`src/rtl/clk_enable_gen.sv`:
```
// Multi-channel fractional clock-enable generator: one phase accumulator (NCO) per channel,
// runtime-reprogrammable ratio/phase, common realignment via sync, and a PLL-style lock flag.
module clk_enable_gen #(
  parameter int CHANNELS    = 4,
  parameter int ACC_W       = 24,
  parameter int LOCK_CYCLES = 256,
  parameter bit GATE_CE     = 1'b0,
  localparam int SEL_W      = (CHANNELS > 1) ? $clog2(CHANNELS) : 1
) (
  input  logic                clk,
  input  logic                reset,
  input  logic                cfg_we,
  input  logic [SEL_W-1:0]    cfg_sel,
  input  logic [ACC_W-1:0]    cfg_inc,
  input  logic [ACC_W-1:0]    cfg_phase,
  input  logic                cfg_en,
  input  logic                sync,
  output logic [CHANNELS-1:0] ce,
  output logic [CHANNELS-1:0] phase_msb,
  output logic                locked
);

  localparam int LK_W = $clog2(LOCK_CYCLES + 1);
  localparam logic [LK_W-1:0]  LOCK_MAX = LK_W'(LOCK_CYCLES);
  localparam logic [SEL_W:0]   CH_LIM   = (SEL_W + 1)'(CHANNELS);

  // Writes addressing a non-existent channel are dropped entirely, including for lock.
  logic cfg_valid;
  assign cfg_valid = cfg_we && ({1'b0, cfg_sel} < CH_LIM);

  logic [CHANNELS-1:0] ce_raw;

  genvar gi;
  generate
    for (gi = 0; gi < CHANNELS; gi++) begin : g_ch
      logic [ACC_W-1:0] inc_reg;
      logic [ACC_W-1:0] phase_reg;
      logic [ACC_W-1:0] acc_reg;
      logic [ACC_W-1:0] acc_next;
      logic             en_reg;
      logic             ce_reg;
      logic             ce_next;
      logic             hit;
      logic [ACC_W:0]   sum;

      assign hit = cfg_valid && (cfg_sel == SEL_W'(gi));
      assign sum = {1'b0, acc_reg} + {1'b0, inc_reg};

      // A write to this channel wins over sync, which wins over normal accumulation.
      always_comb begin
        acc_next = acc_reg;
        ce_next  = 1'b0;
        if (hit) begin
          acc_next = cfg_phase;
        end else if (sync) begin
          acc_next = phase_reg;
        end else if (en_reg) begin
          acc_next = sum[ACC_W-1:0];
          ce_next  = sum[ACC_W];
        end
      end

      always_ff @(posedge clk) begin
        if (reset) begin
          inc_reg   <= '0;
          phase_reg <= '0;
          en_reg    <= 1'b0;
          acc_reg   <= '0;
          ce_reg    <= 1'b0;
        end else begin
          acc_reg <= acc_next;
          ce_reg  <= ce_next;
          if (hit) begin
            inc_reg   <= cfg_inc;
            phase_reg <= cfg_phase;
            en_reg    <= cfg_en;
          end
        end
      end

      assign ce_raw[gi]    = ce_reg;
      assign phase_msb[gi] = acc_reg[ACC_W-1];
    end
  endgenerate

  logic [LK_W-1:0] cnt_reg;
  logic [LK_W-1:0] cnt_next;
  logic            locked_reg;
  logic            locked_next;

  // Any event that disturbs channel phase restarts the settle window.
  always_comb begin
    cnt_next    = cnt_reg;
    locked_next = locked_reg;
    if (cfg_valid || sync) begin
      cnt_next    = '0;
      locked_next = 1'b0;
    end else if (cnt_reg != LOCK_MAX) begin
      cnt_next    = cnt_reg + 1'b1;
      locked_next = (cnt_next == LOCK_MAX);
    end
  end

  always_ff @(posedge clk) begin
    if (reset) begin
      cnt_reg    <= '0;
      locked_reg <= 1'b0;
    end else begin
      cnt_reg    <= cnt_next;
      locked_reg <= locked_next;
    end
  end

  assign locked = locked_reg;

  generate
    if (GATE_CE) begin : g_gate
      assign ce = ce_raw & {CHANNELS{locked_reg}};
    end else begin : g_nogate
      assign ce = ce_raw;
    end
  endgenerate

endmodule

```
`config.mk`:
```
export PLATFORM = sky130hd
export DESIGN_NAME = clk_enable_gen
export DESIGN_NICKNAME = d
export VERILOG_FILES = /design/src/rtl/clk_enable_gen.sv
export SDC_FILE = /design/constraint.sdc
export NUM_CORES = 1
export LEC_CHECK = 0
export CELL_PAD_IN_SITES_DETAIL_PLACEMENT = 0
export CELL_PAD_IN_SITES_GLOBAL_PLACEMENT = 2
export CORE_ASPECT_RATIO = 1.5
export CORE_MARGIN = 4
export CORE_UTILIZATION = 37
export CTS_CLUSTER_DIAMETER = 200
export CTS_CLUSTER_SIZE = 8
export DETAILED_ROUTE_END_ITERATION = 8
export GPL_TIMING_DRIVEN = 0
export PLACE_DENSITY = 0.78
export SLEW_MARGIN = 40
export SYNTH_ARGS = -nofsm -noshare
export SYNTH_HDL_FRONTEND = slang
export SYNTH_SLANG_ARGS = --single-unit
```
`constraint.sdc`:
```
create_clock -name clk -period 3.63 [get_ports clk]
set_input_delay 0.5445 -clock clk [delete_from_list [all_inputs] [get_ports clk]]
set_output_delay 0.5445 -clock clk [all_outputs]
set_load 0.01 [all_outputs]
```
==> results of run 1 <==
[Yosys cell counts, types with 3 or more instances]
cell type / n
nor3b_1: 5
o21ai_0: 107
buf_4: 9
or2_2: 6
nand2_1: 467
a211oi_1: 56
buf_2: 5
and3_1: 10
xnor2_1: 42
or3_1: 21
a21oi_1: 319
dfxtp_1: 306
a211o_1: 4
nor2_1: 100
and2_1: 3
ha_1: 99
o221ai_1: 41
o22ai_1: 11
nand3_1: 19
clkbuf_2: 4
o21bai_1: 13
nand2b_1: 10
xor2_1: 43
a31oi_1: 33
o31ai_1: 3
a2111oi_0: 6
inv_1: 21
o41ai_1: 3
nor3_1: 21
o21a_1: 11
a21boi_0: 6
o21ai_1: 3
nand4_1: 12
fa_1: 4
nor4_1: 5
buf_1: 15
clkbuf_1: 115
a21o_1: 54
a221oi_1: 3
o211ai_1: 34
[worst min-delay path by stage]
stage,from,endpoint,slack (ps),depth (start not counted)
floorplan,g_ch[0].phase_reg[15],g_ch[0].phase_reg[15],430,2
global placement,g_ch[1].phase_reg[15],g_ch[1].phase_reg[15],440,2
detailed placement,g_ch[3].phase_reg[18],g_ch[3].phase_reg[18],440,2
CTS,cfg_phase[21],g_ch[0].phase_reg[21],330,3
global route,cfg_phase[21],g_ch[0].phase_reg[21],340,3
finish,cfg_phase[21],g_ch[0].phase_reg[21],350,3
[stage by stage]
| stage | setup TNS [ps] | hold slack [ps] |
|---|---|---|
| 2_1_floorplan | 0 | 432.0 |
| 3_3_place_gp | -1227 | 436.7 |
| 3_5_place_dp | 0 | 443.2 |
| 4_1_cts | 0 | 331.0 |
| 5_1_grt | 0 | 344.5 |
| 6_report | 0 | 351.7 |
[kinds of logic after synthesis]
logic type / count (synthesis) / synth area share
fa+ha+maj: 103 / 0.08061
compound gates: 736 / 0.2782
xor+xnor: 85 / 0.04551
flops: 306 / 0.3745
buf+inv: 170 / 0.04176
mux: 4 / 0.002600
simple gates: 692 / 0.1769
[final cells by class]
cell class | instances | area, um2 | area share
multi-input combinational | 1620 | 9564 | 0.5081
sequential | 306 | 6126 | 0.3254
clock buffer | 46 | 1151 | 0.06115
tap | 576 | 720.7 | 0.03829
buffer | 148 | 613.1 | 0.03257
timing repair buffer | 54 | 540.5 | 0.02872
inverter | 22 | 82.58 | 0.004387
clock inverter | 2 | 25.02 | 0.001329
[layer usage]
metal  vias to the layer above  GRT usage  routed length (um)
met3                       126    0.03899                3903
met5                         -          0                   0
met4                         0     0.1092                2924
li1                       7679          -                   -
met2                       519     0.4927               33760
met1                      7869     0.3460               28540
[layout by cell type (no fill, tap or decap), types with 43 or more instances in the layout]
master / synthesis / routed
a211oi_1: 56 / 56
a21o_1: 54 / 54
a21oi_1: 319 / 319
clkbuf_1: 115 / 107
clkbuf_16: 0 / 46
clkdlybuf4s50_1: 0 / 54
dfxtp_1: 306 / 306
ha_1: 99 / 99
nand2_1: 467 / 467
nor2_1: 100 / 99
o21ai_0: 107 / 107
xor2_1: 43 / 43
[critical path, stage by stage, from the launching register on]
cell	delay, ps
dfxtp_1	310
ha_1	250
fa_1	460
a21o_1	230
a221oi_2	380
a21oi_1	150
a31oi_1	520
o21ai_1	220
a31oi_1	300
xor2_1	100
a221oi_1	270
[report_power, final]
group          total, mW  leakage, nW  switching (mW)  internal [mW]
combinational       1.18         4.22           0.792          0.384
clock               3.77        0.578            1.55           2.21
sequential          3.61         2.50          0.0981           3.51
total               8.55         7.30            2.44           6.11
==> flow_metrics.env, run 1 <==
export IMPL_r2r_start="g_ch[3].inc_reg[0]"
export IMPL_setup_ws_ps=335.8
export IMPL_fill_cells=4542
export IMPL_tightest_slew_ps=896.9
export IMPL_chipWidth_um=179.7
export IMPL_area_growth_pct=15.06
export IMPL_path_max_fanout=4
export IMPL_synth_area_leaders="dfxtp_1 (37%), nand2_1 (11%), a21oi_1 (9.8%)"
export IMPL_synth_cell_type_count=73
export IMPL_async_flop_share=0
export IMPL_synth_net_count=2254
export IMPL_drc=0
export IMPL_fmax_mhz=303.6
export IMPL_num_io_pins=64
export IMPL_syn_inst=2096
export IMPL_wl_um=69130
export IMPL_drive_gt1_frac=0.04595
export IMPL_layout_nets=2354
export IMPL_ys_seq_area_frac=0.3745
export IMPL_cts_resized=0
export IMPL_cp_arrival_ps=3750
export IMPL_placed_area_um2=17640
export IMPL_grt_ovfl_total=0
export IMPL_p_total_mw=8.553
export IMPL_dr_first_iter_drc_count=1029
export IMPL_critical_path_class="reg2reg"
export IMPL_drv_slew=0
export IMPL_grt_pass1_vias=15890
export IMPL_crit_start="g_ch[3].inc_reg[0]"
export IMPL_post_cts_repair_setup_buffers=0
export IMPL_cts_hold_buf=0
export IMPL_cts_htree_levels=2
export IMPL_avgRoutedWirePerCell_um=24.92
export IMPL_hold_class="in2reg"
export IMPL_crit_path_end="g_ch[3].acc_reg[22]"
export IMPL_dieArea_um2=47710
export IMPL_io_buffers=54
export IMPL_min_period_ps=3294
export IMPL_grt_pass1_wl_um=101400
export IMPL_die_h_um=265.5
export IMPL_synth_top_area_frac=0.3745
export IMPL_grt_usage=0.2797
export IMPL_vias=16190
export IMPL_utilization=0.4302
export IMPL_reg2regPathDepth=10
export IMPL_cts_root_buf="clkbuf_16"
export IMPL_initial_utilization=0.3739
export IMPL_grt_antenna_before_repair=0
export IMPL_clockBufferDepth=3
export IMPL_cts_made_buffers=44
export IMPL_coreArea_um2=43750
export IMPL_power_per_cell_area_nw_per_um2=454.4
export IMPL_clkSinkCount=306
export IMPL_post_place_ws_ps=59.07
export IMPL_ant_nets=0
export IMPL_postSynthAreaPerCell_um2=7.805
export IMPL_gp_congestion=0.9310
export IMPL_rsz0062_at_grt="false"
export IMPL_dr_pass1_iters=5
export IMPL_synth_main_ff_cell="dfxtp_1"
export IMPL_outcome="completed"
export IMPL_final_cell_area_um2=18820
export IMPL_grt_max_degree=12
export IMPL_maxSlewHeadroom=0.4020
export IMPL_worst_ep_required_time_ps=4080
export IMPL_place_hpwl_um=49950
export IMPL_placed_cells=2726
export IMPL_yosysWarnings=0
export IMPL_vias_per_cell=5.837
export IMPL_cts_tree="yes"
export IMPL_rrSetupSlack_ps=340
export IMPL_fin_cells=2774
export IMPL_ir_drop_mv=0.3184
export IMPL_skew_ps=18.60
export IMPL_setup_viol=0
export IMPL_synth_enable_flop_cells=0
export IMPL_min_period_over_period=0.9075
export IMPL_cap_violations=0
export IMPL_clk_insertion_delay_late_ps=560
export IMPL_row_count=94
export IMPL_r2r_end="g_ch[3].acc_reg[22]"
export IMPL_cp_end_kind="flip-flop"
export IMPL_startpoint_type="flip-flop"
export IMPL_hold_viol=0
export IMPL_insertedDiodeCount=0
export IMPL_ys_ff_latch=306
export IMPL_yosys_area_top_type="dfxtp_1"
export IMPL_clk_pin_slew_ps=50
export IMPL_total_leakage_power_nw=7.297
export IMPL_netlist_area_um2=16360
No activity file was read; power rests on OpenSTA's default activity.
==> run 2: changes to the inputs <==
PLACE_DENSITY = 0.92   (was 0.78)
==> run 2 against run 1 <==
Net effect: die area is the same; critical endpoint unchanged; sequential cell count is the same; non-clock buffer count is the same; via count grew 1.4%; wire length shrank 4.2%; largest cell class unchanged; utilization shrank 0.11 points.
==> flow_metrics.env, run 2 (synthesis gave the netlist of run 1 again) <==
export IMPL_row_count=94
export IMPL_crit_slowest_cell="a31oi_1"
export IMPL_rsz0062_at_grt="false"
export IMPL_drv_slew=0
export IMPL_tightest_slew_ps=948.8
export IMPL_final_cell_area_um2=18780
export IMPL_hp_start="cfg_phase[21]"
export IMPL_ir_drop_mv=0.3067
export IMPL_crit_chain="ha_1 -> fa_1 -> a21o_1 -> a221oi_2 -> a21oi_1 -> a31oi_1 -> o21ai_1 -> a31oi_1 -> xor2_1 -> a221oi_1"
export IMPL_startpoint_type="flip-flop"
export IMPL_holdPathEnd="g_ch[2].phase_reg[21]"
export IMPL_total_leakage_power_nw=7.264
export IMPL_grt_ovfl_total=0
export IMPL_cts_tree="yes"
export IMPL_min_period_over_period=0.9169
export IMPL_cts_resized=0
export IMPL_post_place_ws_ps=-138.1
export IMPL_outcome="completed"
export IMPL_placed_area_um2=17630
export IMPL_io_buffers=54
export IMPL_cts_hold_buf=0
export IMPL_cp_common_cell="a31oi_1"
export IMPL_hold_class="in2reg"
export IMPL_critPathMaxStageDelay_ps=550
export IMPL_vias_per_cell=5.920
export IMPL_r2r_end="g_ch[3].acc_reg[22]"
export IMPL_path_max_fanout=4
export IMPL_fin_cells=2773
export IMPL_setup_ws_ps=301.8
export IMPL_coreArea_um2=43750
export IMPL_cap_violations=0
export IMPL_clkSinkCount=306
export IMPL_hold_depth=3
export IMPL_grt_usage=0.2662
export IMPL_power_per_cell_area_nw_per_um2=449.9
export IMPL_drive_gt1_frac=0.04235
export IMPL_r2r_start="g_ch[3].inc_reg[0]"
export IMPL_grt_antenna_before_repair=0
export IMPL_min_period_ps=3328
export IMPL_critical_path_class="reg2reg"
export IMPL_grt_pass1_vias=15750
export IMPL_placed_cells=2726
export IMPL_rrSetupSlack_ps=300
export IMPL_chipWidth_um=179.7
export IMPL_num_io_pins=64
export IMPL_mostFrequentLayoutCell="nand2_1"
export IMPL_fmax_mhz=300.5
export IMPL_maxSlewHeadroom=0.3675
export IMPL_place_hpwl_um=48200
export IMPL_clk_insertion_delay_late_ps=550
export IMPL_dieArea_um2=47710
export IMPL_final_cell_mix="nand2_1 (467), a21oi_1 (319), dfxtp_1 (306), clkbuf_1 (111), o21ai_0 (107)"
export IMPL_setup_viol=0
export IMPL_post_cts_repair_setup_buffers=0
export IMPL_clockBufferDepth=3
export IMPL_gp_congestion=0.9489
export IMPL_ant_nets=0
export IMPL_cts_root_buf="clkbuf_16"
export IMPL_skew_ps=19.40
export IMPL_grt_pass1_wl_um=97690
export IMPL_cts_made_buffers=44
export IMPL_drc=0
export IMPL_whs_ps=389.5
export IMPL_cts_htree_levels=2
export IMPL_dr_first_iter_drc_count=1401
export IMPL_cp_arrival_ps=3760
export IMPL_grt_max_degree=11
export IMPL_cp_end_kind="flip-flop"
export IMPL_wl_um=66210
export IMPL_avgRoutedWirePerCell_um=23.88
export IMPL_dr_pass1_iters=5
export IMPL_die_h_um=265.5
export IMPL_area_growth_pct=14.77
export IMPL_reg2regPathDepth=10
export IMPL_layout_nets=2354
export IMPL_clk_pin_slew_ps=50
export IMPL_vias=16420
export IMPL_worst_ep_required_time_ps=4070
export IMPL_initial_utilization=0.3739
export IMPL_hold_viol=0
## run 2: how the worst max path moves through the flow
stage	start	slack, ps	endpoint	cells past startpoint
final	g_ch[3].inc_reg[0]	300	g_ch[3].acc_reg[22]	10
after global routing	g_ch[3].inc_reg[0]	110	g_ch[3].acc_reg[22]	10
after CTS	g_ch[3].inc_reg[0]	310	g_ch[3].acc_reg[22]	10
after detailed placement	cfg_we	-140	g_ch[0].inc_reg[18]	7
after global placement	sync	-110	g_ch[3].acc_reg[22]	6
after floorplan	g_ch[2].inc_reg[0]	960	g_ch[2].acc_reg[18]	10
## run 2: layout make-up
class / instances / area (um2)
well taps: 576 / 720.7
repair buffers: 54 / 540.5
multi-input cells: 1620 / 9562
plain buffers: 148 / 606.8
fillers: 4499 / 24980
diodes: 1 / 2.502
clock inverters: 1 / 8.758
flip-flops and latches: 306 / 6126
clock buffers: 45 / 1126
inverters: 22 / 82.58
## run 2: worst max-delay path, delay by kind of cell, from the launching register on
| kind | cells | cell delay (ps) |
|---|---|---|
| AOI/OAI and AO/OA | 7 | 2150 |
| adders and majority gates | 2 | 650 |
| DFF | 1 | 310 |
| xor gates and xnor gates | 1 | 110 |
## run 2: per-layer routing
layer,wire length [um],track usage,vias up
met5,0,0,-
met4,4277,0.1517,0
met3,4549,0.03283,168
met2,31940,0.4596,659
met1,25440,0.3202,7917
li1,-,-,7673
## run 2: power breakdown
group          total (mW)  switching [mW]  leakage, nW  internal (mW)
Clock                3.67            1.51        0.559           2.16
Sequential           3.61          0.0991         2.50           3.51
Combinational        1.17           0.783         4.21          0.384
Total                8.45            2.39         7.26           6.06
## run 2: stage by stage
stage | power [mW] | util | setup TNS, ps
6_report | 8.448 | 0.4291 | 0
5_1_grt | 8.723 | 0.4291 | 0
4_1_cts | 8.466 | 0.4288 | 0
3_5_place_dp | 4.816 | 0.4029 | -1207
3_3_place_gp | 4.797 | 0.4027 | -1557
2_1_floorplan | 4.340 | - | 0
